==> src/rtl/muldiv_unit_if.sv <==
// muldiv_unit_if
// Request/response bundle between the core and the iterative RV32M unit.
//   Request  (core -> unit): start, funct3, op_a, op_b, rd_in
//   Response (unit -> core): busy, done, result, rd_out, wb_enable
// The core side uses the master modport and the unit uses the slave modport.
interface muldiv_unit_if #(
  parameter int WIDTH = 32
);
  logic             start;
  logic [2:0]       funct3;
  logic [WIDTH-1:0] op_a;
  logic [WIDTH-1:0] op_b;
  logic [4:0]       rd_in;
  logic             busy;
  logic             done;
  logic [WIDTH-1:0] result;
  logic [4:0]       rd_out;
  logic             wb_enable;

  modport master (
    output start, funct3, op_a, op_b, rd_in,
    input  busy, done, result, rd_out, wb_enable
  );

  modport slave (
    input  start, funct3, op_a, op_b, rd_in,
    output busy, done, result, rd_out, wb_enable
  );
endinterface

==> src/rtl/muldiv_unit.sv <==
// muldiv_unit
// Iterative RV32M multiply/divide unit placed after the register file.
// It uses one shift-add or restoring-divide step per cycle, for 32 steps.
// Divide-by-zero and signed overflow skip the iteration and finish at once.
// Ports:
//   clk    rising-edge clock
//   reset  asynchronous reset, active low
//   bus    muldiv_unit_if.slave
//          start/funct3/op_a/op_b/rd_in in
//          busy/done/result/rd_out/wb_enable out
// The algorithm assumes WIDTH = 32 because the iteration counter is 5 bits wide.
module muldiv_unit #(
  parameter int WIDTH = 32
) (
  input  logic           clk,
  input  logic           reset,
  muldiv_unit_if.slave   bus
);

  typedef enum logic [1:0] {IDLE, RUN, FIN} state_t;

  state_t           state;
  logic [2:0]       op_q;
  logic [4:0]       rd_q;
  logic             sign_a_q;
  logic             sign_b_q;
  logic [WIDTH-1:0] a_q;
  logic [WIDTH-1:0] b_q;
  logic [4:0]       cnt_q;
  logic [2*WIDTH-1:0] prod_q;
  logic [WIDTH-1:0] quo_q;
  logic [WIDTH-1:0] rem_q;

  // The MUL low word is the same for signed and unsigned operands,
  // so MUL is treated as unsigned.
  logic             in_sign_a;
  logic             in_sign_b;
  logic [WIDTH-1:0] in_mag_a;
  logic [WIDTH-1:0] in_mag_b;
  logic             in_div_zero;
  logic             in_div_ovf;

  assign in_sign_a = bus.op_a[WIDTH-1] &&
                     (bus.funct3 == 3'b001 || bus.funct3 == 3'b010 ||
                      bus.funct3 == 3'b100 || bus.funct3 == 3'b110);
  assign in_sign_b = bus.op_b[WIDTH-1] &&
                     (bus.funct3 == 3'b001 || bus.funct3 == 3'b100 ||
                      bus.funct3 == 3'b110);
  assign in_mag_a  = in_sign_a ? -bus.op_a : bus.op_a;
  assign in_mag_b  = in_sign_b ? -bus.op_b : bus.op_b;

  assign in_div_zero = bus.funct3[2] && (bus.op_b == '0);
  assign in_div_ovf  = bus.funct3[2] && !bus.funct3[0] &&
                       (bus.op_a == {1'b1, {(WIDTH-1){1'b0}}}) &&
                       (bus.op_b == '1);

  // The multiplier sits in the low half of prod_q and is consumed from bit 0.
  // Partial sums collect in the high half, and the whole register shifts right.
  logic [WIDTH:0] mul_sum;
  assign mul_sum = {1'b0, prod_q[2*WIDTH-1:WIDTH]} +
                   (prod_q[0] ? {1'b0, a_q} : {(WIDTH+1){1'b0}});

  // The dividend sits in quo_q and shifts out of its MSB into the partial remainder.
  // The quotient bits shift in at the bottom.
  logic [WIDTH:0] div_shift;
  logic [WIDTH:0] div_diff;
  assign div_shift = {rem_q, quo_q[WIDTH-1]};
  assign div_diff  = div_shift - {1'b0, b_q};

  logic [2*WIDTH-1:0] prod_fix;
  logic [WIDTH-1:0]   quo_fix;
  logic [WIDTH-1:0]   rem_fix;
  logic [WIDTH-1:0]   fin_result;

  assign prod_fix = (sign_a_q ^ sign_b_q) ? -prod_q : prod_q;
  assign quo_fix  = (sign_a_q ^ sign_b_q) ? -quo_q  : quo_q;
  assign rem_fix  = sign_a_q ? -rem_q : rem_q;

  always_comb begin
    fin_result = prod_fix[2*WIDTH-1:WIDTH];
    if (op_q[2])
      fin_result = op_q[1] ? rem_fix : quo_fix;
    else if (op_q[1:0] == 2'b00)
      fin_result = prod_fix[WIDTH-1:0];
  end

  // Control FSM and datapath. Every output is registered.
  // On the fast path the signs are cleared, so FIN passes the preloaded values through unchanged.
  always_ff @(posedge clk or negedge reset) begin
    if (!reset) begin
      state         <= IDLE;
      op_q          <= '0;
      rd_q          <= '0;
      sign_a_q      <= 1'b0;
      sign_b_q      <= 1'b0;
      a_q           <= '0;
      b_q           <= '0;
      cnt_q         <= '0;
      prod_q        <= '0;
      quo_q         <= '0;
      rem_q         <= '0;
      bus.busy      <= 1'b0;
      bus.done      <= 1'b0;
      bus.result    <= '0;
      bus.rd_out    <= '0;
      bus.wb_enable <= 1'b0;
    end else begin
      bus.done      <= 1'b0;
      bus.wb_enable <= 1'b0;
      case (state)
        IDLE: begin
          if (bus.start) begin
            op_q     <= bus.funct3;
            rd_q     <= bus.rd_in;
            cnt_q    <= '0;
            bus.busy <= 1'b1;
            if (in_div_zero || in_div_ovf) begin
              sign_a_q <= 1'b0;
              sign_b_q <= 1'b0;
              quo_q    <= in_div_zero ? {WIDTH{1'b1}} : {1'b1, {(WIDTH-1){1'b0}}};
              rem_q    <= in_div_zero ? bus.op_a : '0;
              state    <= FIN;
            end else begin
              sign_a_q <= in_sign_a;
              sign_b_q <= in_sign_b;
              a_q      <= in_mag_a;
              b_q      <= in_mag_b;
              prod_q   <= {{WIDTH{1'b0}}, in_mag_b};
              quo_q    <= in_mag_a;
              rem_q    <= '0;
              state    <= RUN;
            end
          end
        end
        RUN: begin
          if (op_q[2]) begin
            if (!div_diff[WIDTH]) begin
              rem_q <= div_diff[WIDTH-1:0];
              quo_q <= {quo_q[WIDTH-2:0], 1'b1};
            end else begin
              rem_q <= div_shift[WIDTH-1:0];
              quo_q <= {quo_q[WIDTH-2:0], 1'b0};
            end
          end else begin
            prod_q <= {mul_sum, prod_q[WIDTH-1:1]};
          end
          if (cnt_q == 5'd31)
            state <= FIN;
          else
            cnt_q <= cnt_q + 5'd1;
        end
        FIN: begin
          bus.result    <= fin_result;
          bus.rd_out    <= rd_q;
          bus.done      <= 1'b1;
          bus.wb_enable <= (rd_q != 5'd0);
          bus.busy      <= 1'b0;
          state         <= IDLE;
        end
        default: state <= IDLE;
      endcase
    end
  end

endmodule

==> src/flat_wrapper.sv <==
// flat-port wrapper written by rule: the top's interface ports become plain ports
module muldiv_unit_flat 
#(
  parameter int WIDTH = 32
)
  (clk, reset, bus_start, bus_funct3, bus_op_a, bus_op_b, bus_rd_in, bus_busy, bus_done, bus_result, bus_rd_out, bus_wb_enable);
  muldiv_unit_if #(.WIDTH(WIDTH)) bus_i ();
  input  logic clk;
  input  logic reset;
  input wire logic [$bits(bus_i.start)-1:0] bus_start;
  input wire logic [$bits(bus_i.funct3)-1:0] bus_funct3;
  input wire logic [$bits(bus_i.op_a)-1:0] bus_op_a;
  input wire logic [$bits(bus_i.op_b)-1:0] bus_op_b;
  input wire logic [$bits(bus_i.rd_in)-1:0] bus_rd_in;
  output wire logic [$bits(bus_i.busy)-1:0] bus_busy;
  output wire logic [$bits(bus_i.done)-1:0] bus_done;
  output wire logic [$bits(bus_i.result)-1:0] bus_result;
  output wire logic [$bits(bus_i.rd_out)-1:0] bus_rd_out;
  output wire logic [$bits(bus_i.wb_enable)-1:0] bus_wb_enable;
  assign bus_i.start = bus_start;
  assign bus_i.funct3 = bus_funct3;
  assign bus_i.op_a = bus_op_a;
  assign bus_i.op_b = bus_op_b;
  assign bus_i.rd_in = bus_rd_in;
  assign bus_busy = bus_i.busy;
  assign bus_done = bus_i.done;
  assign bus_result = bus_i.result;
  assign bus_rd_out = bus_i.rd_out;
  assign bus_wb_enable = bus_i.wb_enable;
  muldiv_unit #(.WIDTH(WIDTH)) u_core (.clk(clk), .reset(reset), .bus(bus_i));
endmodule
==> config.mk <==
export PLATFORM = sky130hd
export DESIGN_NAME = muldiv_unit_flat
export DESIGN_NICKNAME = d
export VERILOG_FILES = /design/src/rtl/muldiv_unit_if.sv /design/src/rtl/muldiv_unit.sv /design/src/flat_wrapper.sv
export SDC_FILE = /design/constraint.sdc
export NUM_CORES = 1
export LEC_CHECK = 0
export ABC_AREA = 1
export BUFFER_PORTS_ARGS = -buffer_cell sky130_fd_sc_hd__buf_2
export CORE_MARGIN = 1
export CORE_UTILIZATION = 35
export DETAILED_ROUTE_END_ITERATION = 8
export PLACE_DENSITY_LB_ADDON = 0.08
export SETUP_SLACK_MARGIN = 0.3
export SYNTH_ARGS = -nofsm -noshare
export SYNTH_HDL_FRONTEND = slang
export SYNTH_SLANG_ARGS = --single-unit
==> constraint.sdc <==
create_clock -name clk -period 3.9 [get_ports clk]
set_clock_uncertainty 0.1 [all_clocks]
set_input_delay 0.195 -clock clk [delete_from_list [all_inputs] [get_ports clk]]
set_output_delay 0.195 -clock clk [all_outputs]
set_load 0.02 [all_outputs]
==> results.yml, run 1 <==
pwr:
  leakage_uw: 0.0132
  p_per_area_nw_per_um2: 1040
  peakVddDrop_v: 0.000630
placement:
  gp_congestion: 0.988
  hpwlAfterDp_um: 77300
  port_buffers: 114
  pre_cts_ws_ns: 0.807
synth:
  synth_warnings: 0
  synth_seq_area_share_pct: 27.9
  synth_edf_count: 0
  netlist_top_cells_count: "1222 x nand2_1, 511 x inv_1, 381 x nor2_1, 348 x nand3_1, 249 x dfrtp_1"
  synth_top_cell_by_area: "dfrtp_1"
  synthArstFlopShare_pct: 100
  netlist.area_leader.share_pct: 27.9
  synthFlopType: "dfrtp_1"
  ys_ff_latch: 249
  netlist_area_um2: 22300
  ys_types: 50
  synthMostInstantiatedCell: "nand2_1"
  synth_area_leaders: "dfrtp_1 28%, nand2_1 21%, inv_1 8.6%, nand3_1 7.8%, nor2_1 6.4%"
  syn_nets: 3883
  synthCells: 3734
  syn_area_per_cell_um2: 5.97
clock_network:
  htreeDepth: 2
  clk_pin_slew_ns: 0.07
  clock_path_buffers: 3
  root_buffer: "clkbuf_16"
  cts_buffers: 35
  cts_sinks: 249
  cts_resized: 0
  clock_latency_ns: 0.57
  cts_tree: "yes"
sta:
  slew_violations: 0
  fmax_mhz: 322
  fin_crit_sh_pct: 79.7
  worst_pin_slew_ns: 0.923
  setup_tns_ns: 0
  hold_viol_final: 0
  setup_viol_count_final: 0
  rsz0062_at_grt: "false"
  layout_min_cycle_time_ns: 3.11
  finalWorstSetupSlack_ns: 0.793
  relSlewSlack_pct: 38.5
setup_path:
  cp-end-kind: "flip-flop"
  cp_data_arrival_time_ns: 3.46
  path_cells: "inv_1, ha_1, fa_1, inv_1, nand3_1, nand2_1, nand2_1, nand2_1, nand2_1, nand2_1, nand2_1, nand2_1, nand2_1, nand2_2, buf_4, nand2_1, nand3_1, a21oi_1"
  critPathTopFamily: "simple AND/OR/NAND/NOR gates"
  slowest_stage: "fa_1"
  required_ns: 4.25
  cp_max_fo: 23
  cpPeakStageDelay_ns: 0.40
  cp.buffers_inverters: 3
  path_depth: 18
  crit_type: "flip-flop to flip-flop"
  startpoint: "u_core.quo_q[31]"
  r2r_cells: 18
  startpoint_type: "flip-flop"
  r2r-start: "u_core.quo_q[31]"
  path_common_cell: "nand2_1"
grt:
  grt_antenna_before_repair: 1
  grt_pass1_vias: 22857
  overflow: 0
  grt_max_degree: 102
  grtUsageTotal_pct: 29.8
  grt_pass1_wl_um: 144000
route:
  drt_iter0_drc: 2323
  via_per_inst: 5.19
  wl_per_cell_um: 20.5
  firstDrtPassIters: 5
  vias: 24444
  drc: 0
  final_antenna_net_count: 0
  wl_um: 96600
status:
  outcome: "finished clean"
flow_run:
  cap_violations: 0
layout:
  drive_gt1_share_pct: 7.32
  synthToLayoutAreaGrowth_pct: 13.1
  nNetsFinal: 3987
worst_hold_path:
  hp-start: "bus_op_b[29]"
  whs_path_depth: 4
  hold_class: "primary input to flip-flop"
floorplan:
  dieArea_um2: 64700
  std_cell_rows: 92
  die_w_um: 254
  coreArea_um2: 63000
  io_pins: 115
  start_util_pct: 35.4
  die_h_um: 254
## layer usage
metal / share of wire [%] / global-route usage, % / vias up / routed length (um)
met1: 45 / 40.4 / 11481 / 43700
li1: - / - / 12155 / -
met5: 0 / 0 / - / 0
met2: 46 / 49.0 / 675 / 44600
met4: 3.4 / 10.2 / 0 / 3320
met3: 5.2 / 3.25 / 133 / 5000
## worst paths after layout
kind                                    endpoint  slack, ns
max                             u_core.rem_q[20]       0.79
max reg2reg                     u_core.rem_q[20]       0.79
min reg2reg                u_core.bus.result[17]       0.37
min in group asynchronous      u_core.prod_q[15]       0.16
max in group asynchronous       u_core.rem_q[13]       2.57
min                               u_core.b_q[29]       0.03
## cells by family (layout without fill, tap and decap cells)
family / Yosys count / count (layout) / synth area share, %
compound gates: 550 / 550 / 12.8
xor+xnor: 78 / 78 / 3.06
fa+ha+maj: 74 / 74 / 4.22
buf+inv: 642 / 772 / 11.5
flops: 249 / 249 / 27.9
mux: 2 / 2 / 0.0898
other cells: 0 / 1 / 0
simple gates: 2139 / 2139 / 40.4
## worst reg2reg max path: stages, from the launching register on
cell     delay, ns
dfrtp_1       0.36
inv_1         0.08
ha_1          0.22
fa_1          0.40
inv_1         0.09
nand3_1       0.07
nand2_1       0.13
nand2_1       0.06
nand2_1       0.14
nand2_1       0.07
nand2_1       0.11
nand2_1       0.09
nand2_1       0.08
nand2_1       0.12
nand2_2       0.38
buf_4         0.26
nand2_1       0.07
nand3_1       0.06
a21oi_1       0.09
## cells in the final DEF (no fill, tap or decap), types with 3 or more instances in the layout
| master | instances |
|---|---|
| nand3_1 | 348 |
| clkbuf_16 | 35 |
| inv_1 | 510 |
| xnor2_1 | 19 |
| clkinvlp_4 | 5 |
| dlygate4sd3_1 | 27 |
| or2_2 | 7 |
| o211ai_1 | 13 |
| clkbuf_1 | 7 |
| nand4_1 | 70 |
| o21bai_1 | 7 |
| o21ai_1 | 53 |
| nand3_2 | 6 |
| a21o_1 | 6 |
| nor3_1 | 40 |
| xor2_1 | 59 |
| o31ai_1 | 4 |
| o21ai_0 | 222 |
| inv_2 | 12 |
| inv_6 | 3 |
| a31oi_1 | 4 |
| clkbuf_8 | 7 |
| buf_2 | 113 |
| clkinv_2 | 3 |
| buf_12 | 6 |
| ha_1 | 72 |
| nor2_1 | 378 |
| nand2_2 | 18 |
| nor4_1 | 9 |
| nand2_1 | 1222 |
| dfrtp_1 | 249 |
| buf_4 | 39 |
| nor2_4 | 10 |
| o22ai_1 | 3 |
| nor2_2 | 5 |
| bufinv_16 | 3 |
| nand3b_1 | 11 |
| nor3_2 | 4 |
| a21oi_1 | 231 |
## final cells by class
cell class | instances | area (um^2)
antenna | 1 | 2.50
timing repair buffer | 186 | 1260
sequential | 249 | 6230
multi-input combinational | 2843 | 13500
clock inverter | 14 | 169
inverter | 523 | 1960
fill | 7130 | 37700
tap | 846 | 1060
clock buffer | 49 | 998
## flip-flops by register name, summed over array words and instances (netlist names), 2 cells and up
register	cells
u_core.cnt_q	5
u_core.a_q	32
u_core.bus.result	32
u_core.b_q	32
u_core.prod_q	64
u_core.op_q	3
u_core.rem_q	32
u_core.state	2
u_core.quo_q	32
u_core.bus.rd_out	5
u_core.rd_q	5
## timing repair
item | in CTS | in global routing
endpoints found under the hold margin | 131 | 0
buffers inserted | 0 | 0
hold buffers | 27 | 0
## where the power goes
part           internal (uW)  switching (uW)  leakage [uW]  total [uW]
Sequential              3830            1440       0.00307        5280
Clock                   1990            1340      0.000558        3330
Combinational           5360           12200       0.00956       17600
Total                  11200           15000        0.0132       26200
## per-stage QoR
stage | util [%] | total power [uW] | hold WS [ns] | instance area, um^2 | cells
floorplan | - | 17000 | -0.201 | 22300 | 3734
global placement | 37.7 | 22600 | 0.194 | 23800 | 4619
detailed placement | 37.8 | 22600 | 0.197 | 23800 | 4620
CTS | 40.0 | 26100 | 0.0000709 | 25200 | 4710
global route | 40.0 | 28600 | 0.0483 | 25200 | 4710
finish | 40.0 | 26200 | 0.0252 | 25200 | 4711
No activity file was read; power rests on OpenSTA's default activity.
==> run 2: changes to the inputs <==
- clock period: 3.9 -> 3 ns (I/O delays scaled with it)
==> results.yml, run 2 (synthesis results as in run 1) <==
setup_path:
  slowest_stage: "dfrtp_1"
  cp-end-kind: "flip-flop"
  startpoint_type: "flip-flop"
  required_ns: 3.34
  cp.buffers_inverters: 1
  cp_max_fo: 5
  cpPeakStageDelay_ns: 0.37
  cp_data_arrival_time_ns: 2.91
  crit_type: "flip-flop to flip-flop"
  critPathTopFamily: "simple AND/OR/NAND/NOR gates"
  path_common_cell: "nand3_1"
  path_cells: "inv_1, ha_1, nand3_1, nor2_2, nand2_1, nor2_2, nand2_1, nand2_1, nand3_1, nand3_1, nand3_1, nand3_1, nand2_1"
sta:
  slew_violations: 0
  layout_min_cycle_time_ns: 2.57
  hold_viol_final: 0
  setup_viol_count_final: 0
  worst_pin_slew_ns: 0.885
  fin_crit_sh_pct: 85.7
  relSlewSlack_pct: 40.8
  fmax_mhz: 389
  rsz0062_at_grt: "true"
  setup_tns_ns: 0
pwr:
  peakVddDrop_v: 0.000761
  leakage_uw: 0.0137
  p_per_area_nw_per_um2: 1370
placement:
  hpwlAfterDp_um: 77200
  place_inst: 4665
  gp_congestion: 0.976
  port_buffers: 114
floorplan:
  die_w_um: 254
  io_pins: 115
  dieArea_um2: 64700
  std_cell_rows: 92
  start_util_pct: 35.4
  die_h_um: 254
  coreArea_um2: 63000
layout:
  drive_gt1_share_pct: 10.6
  largest_reg_flops: 64
  nNetsFinal: 4060
  most-common-layout-cells: "1204 x nand2_1, 504 x inv_1, 364 x nor2_1, 341 x nand3_1, 244 x dfrtp_1"
  final_common_cell: "nand2_1"
  synthToLayoutAreaGrowth_pct: 18.1
  top_register: "u_core.prod_q"
  layoutNonFillerInstCount: 4781
grt:
  grt_use_met3_pct: 3.45
  grt_antenna_before_repair: 2
  met2_usage_pct: 48.3
  grt_max_degree: 96
  grtUsageTotal_pct: 29.7
  grt_pass1_vias: 23129
  grt_use_met1_pct: 40.0
  grt_busiest_layer: "met2"
  overflow: 0
  grt_pass1_wl_um: 144000
worst_hold_path:
  hold_class: "primary input to flip-flop"
route:
  via_per_inst: 5.17
  vias: 24701
  drt_iter0_drc: 2497
  firstDrtPassIters: 6
  wl_per_cell_um: 20.2
  final_antenna_net_count: 0
  wl_um: 96500
  drc: 0
clock_network:
  htreeDepth: 2
  clk_pin_slew_ns: 0.07
  cts_buffers: 34
  cts_tree: "yes"
  cts_sinks: 249
  root_buffer: "clkbuf_16"
  clock_latency_ns: 0.57
  clock_path_buffers: 3
flow_run:
  cap_violations: 0
status:
  outcome: "finished clean"
-- run 2: cell types whose count changed in the layout (fill, tap and decap cells not counted), moves of 8 or more --
cell,delta
buf_4,+44
nand2_1,-18
dlygate4sd3_1,+14
nor2_1,-14
nand2_2,+13
nor2_2,+13
o21ai_0,-12
a21oi_1,-10
buf_12,+10
a21oi_2,+9
ha_1,-8
-- run 2: tightest hold or removal path: cells and delay by family --
| family | cells | cell delay (ns) |
|---|---|---|
| buf+inv | 3 | 0.35 |
| compound gates | 2 | 0.15 |
-- run 2: final cells by class --
type | instances | area (um^2)
Fill cell | 7031 | 36600
Multi-Input combinational cell | 2843 | 13800
Sequential cell | 249 | 6240
Timing Repair Buffer | 260 | 2050
Inverter | 523 | 1960
Tap cell | 846 | 1060
Clock buffer | 48 | 1030
Clock inverter | 11 | 168
Antenna cell | 1 | 2.50
-- run 2: repair_timing --
item | in CTS | in global routing
buffers inserted | 2 | 10
gates resized for setup | 13 | 95
hold buffers | 41 | 0
setup endpoints to repair | 37 | 151
gates cloned | 1 | 2
pin swaps | 1 | 11
endpoints found under the hold margin | 301 | 0
-- run 2: routing by layer --
layer	vias up	wire length, um
li1	12294	-
met1	11472	42800
met2	769	44000
met3	164	5580
met4	2	4040
met5	-	18
-- run 2: metrics by stage --
step | util (%) | power (uW) | setup WS (ns) | hold WS (ns) | cell area (um^2)
after global placement | 38.4 | 30100 | 0.196 | -0.0185 | 24200
after floorplan | - | 22100 | 0.314 | -0.246 | 22300
after CTS | 41.1 | 35100 | 0.307 | 0.00165 | 25900
final | 41.8 | 36200 | 0.429 | 0.0161 | 26400
after global routing | 41.8 | 39500 | 0.268 | 0.0241 | 26300
after detailed placement | 38.4 | 30100 | 0.112 | -0.0233 | 24200
-- run 2: final timing paths --
kind / from / to / slack (ns) / depth (start not counted)
min in group asynchronous: reset / u_core.prod_q[16] / 0.54 / 3
worst min-delay path: bus_op_a[26] / u_core.rem_q[26] / 0.02 / 5
worst min register to register: u_core.bus.result[14] / u_core.bus.result[14] / 0.37 / 2
worst max register to register: u_core.quo_q[0] / u_core.bus.result[22] / 0.43 / 13
worst max-delay path: u_core.quo_q[0] / u_core.bus.result[22] / 0.43 / 13
max in group asynchronous: reset / u_core.prod_q[12] / 1.36 / 4
-- run 2: power by group --
part	leakage (uW)	internal, uW	switching (uW)
Sequential	0.00307	4990	1810
Clock	0.000582	2730	1710
Combinational	0.0100	8360	16600
Total	0.0137	16100	20100
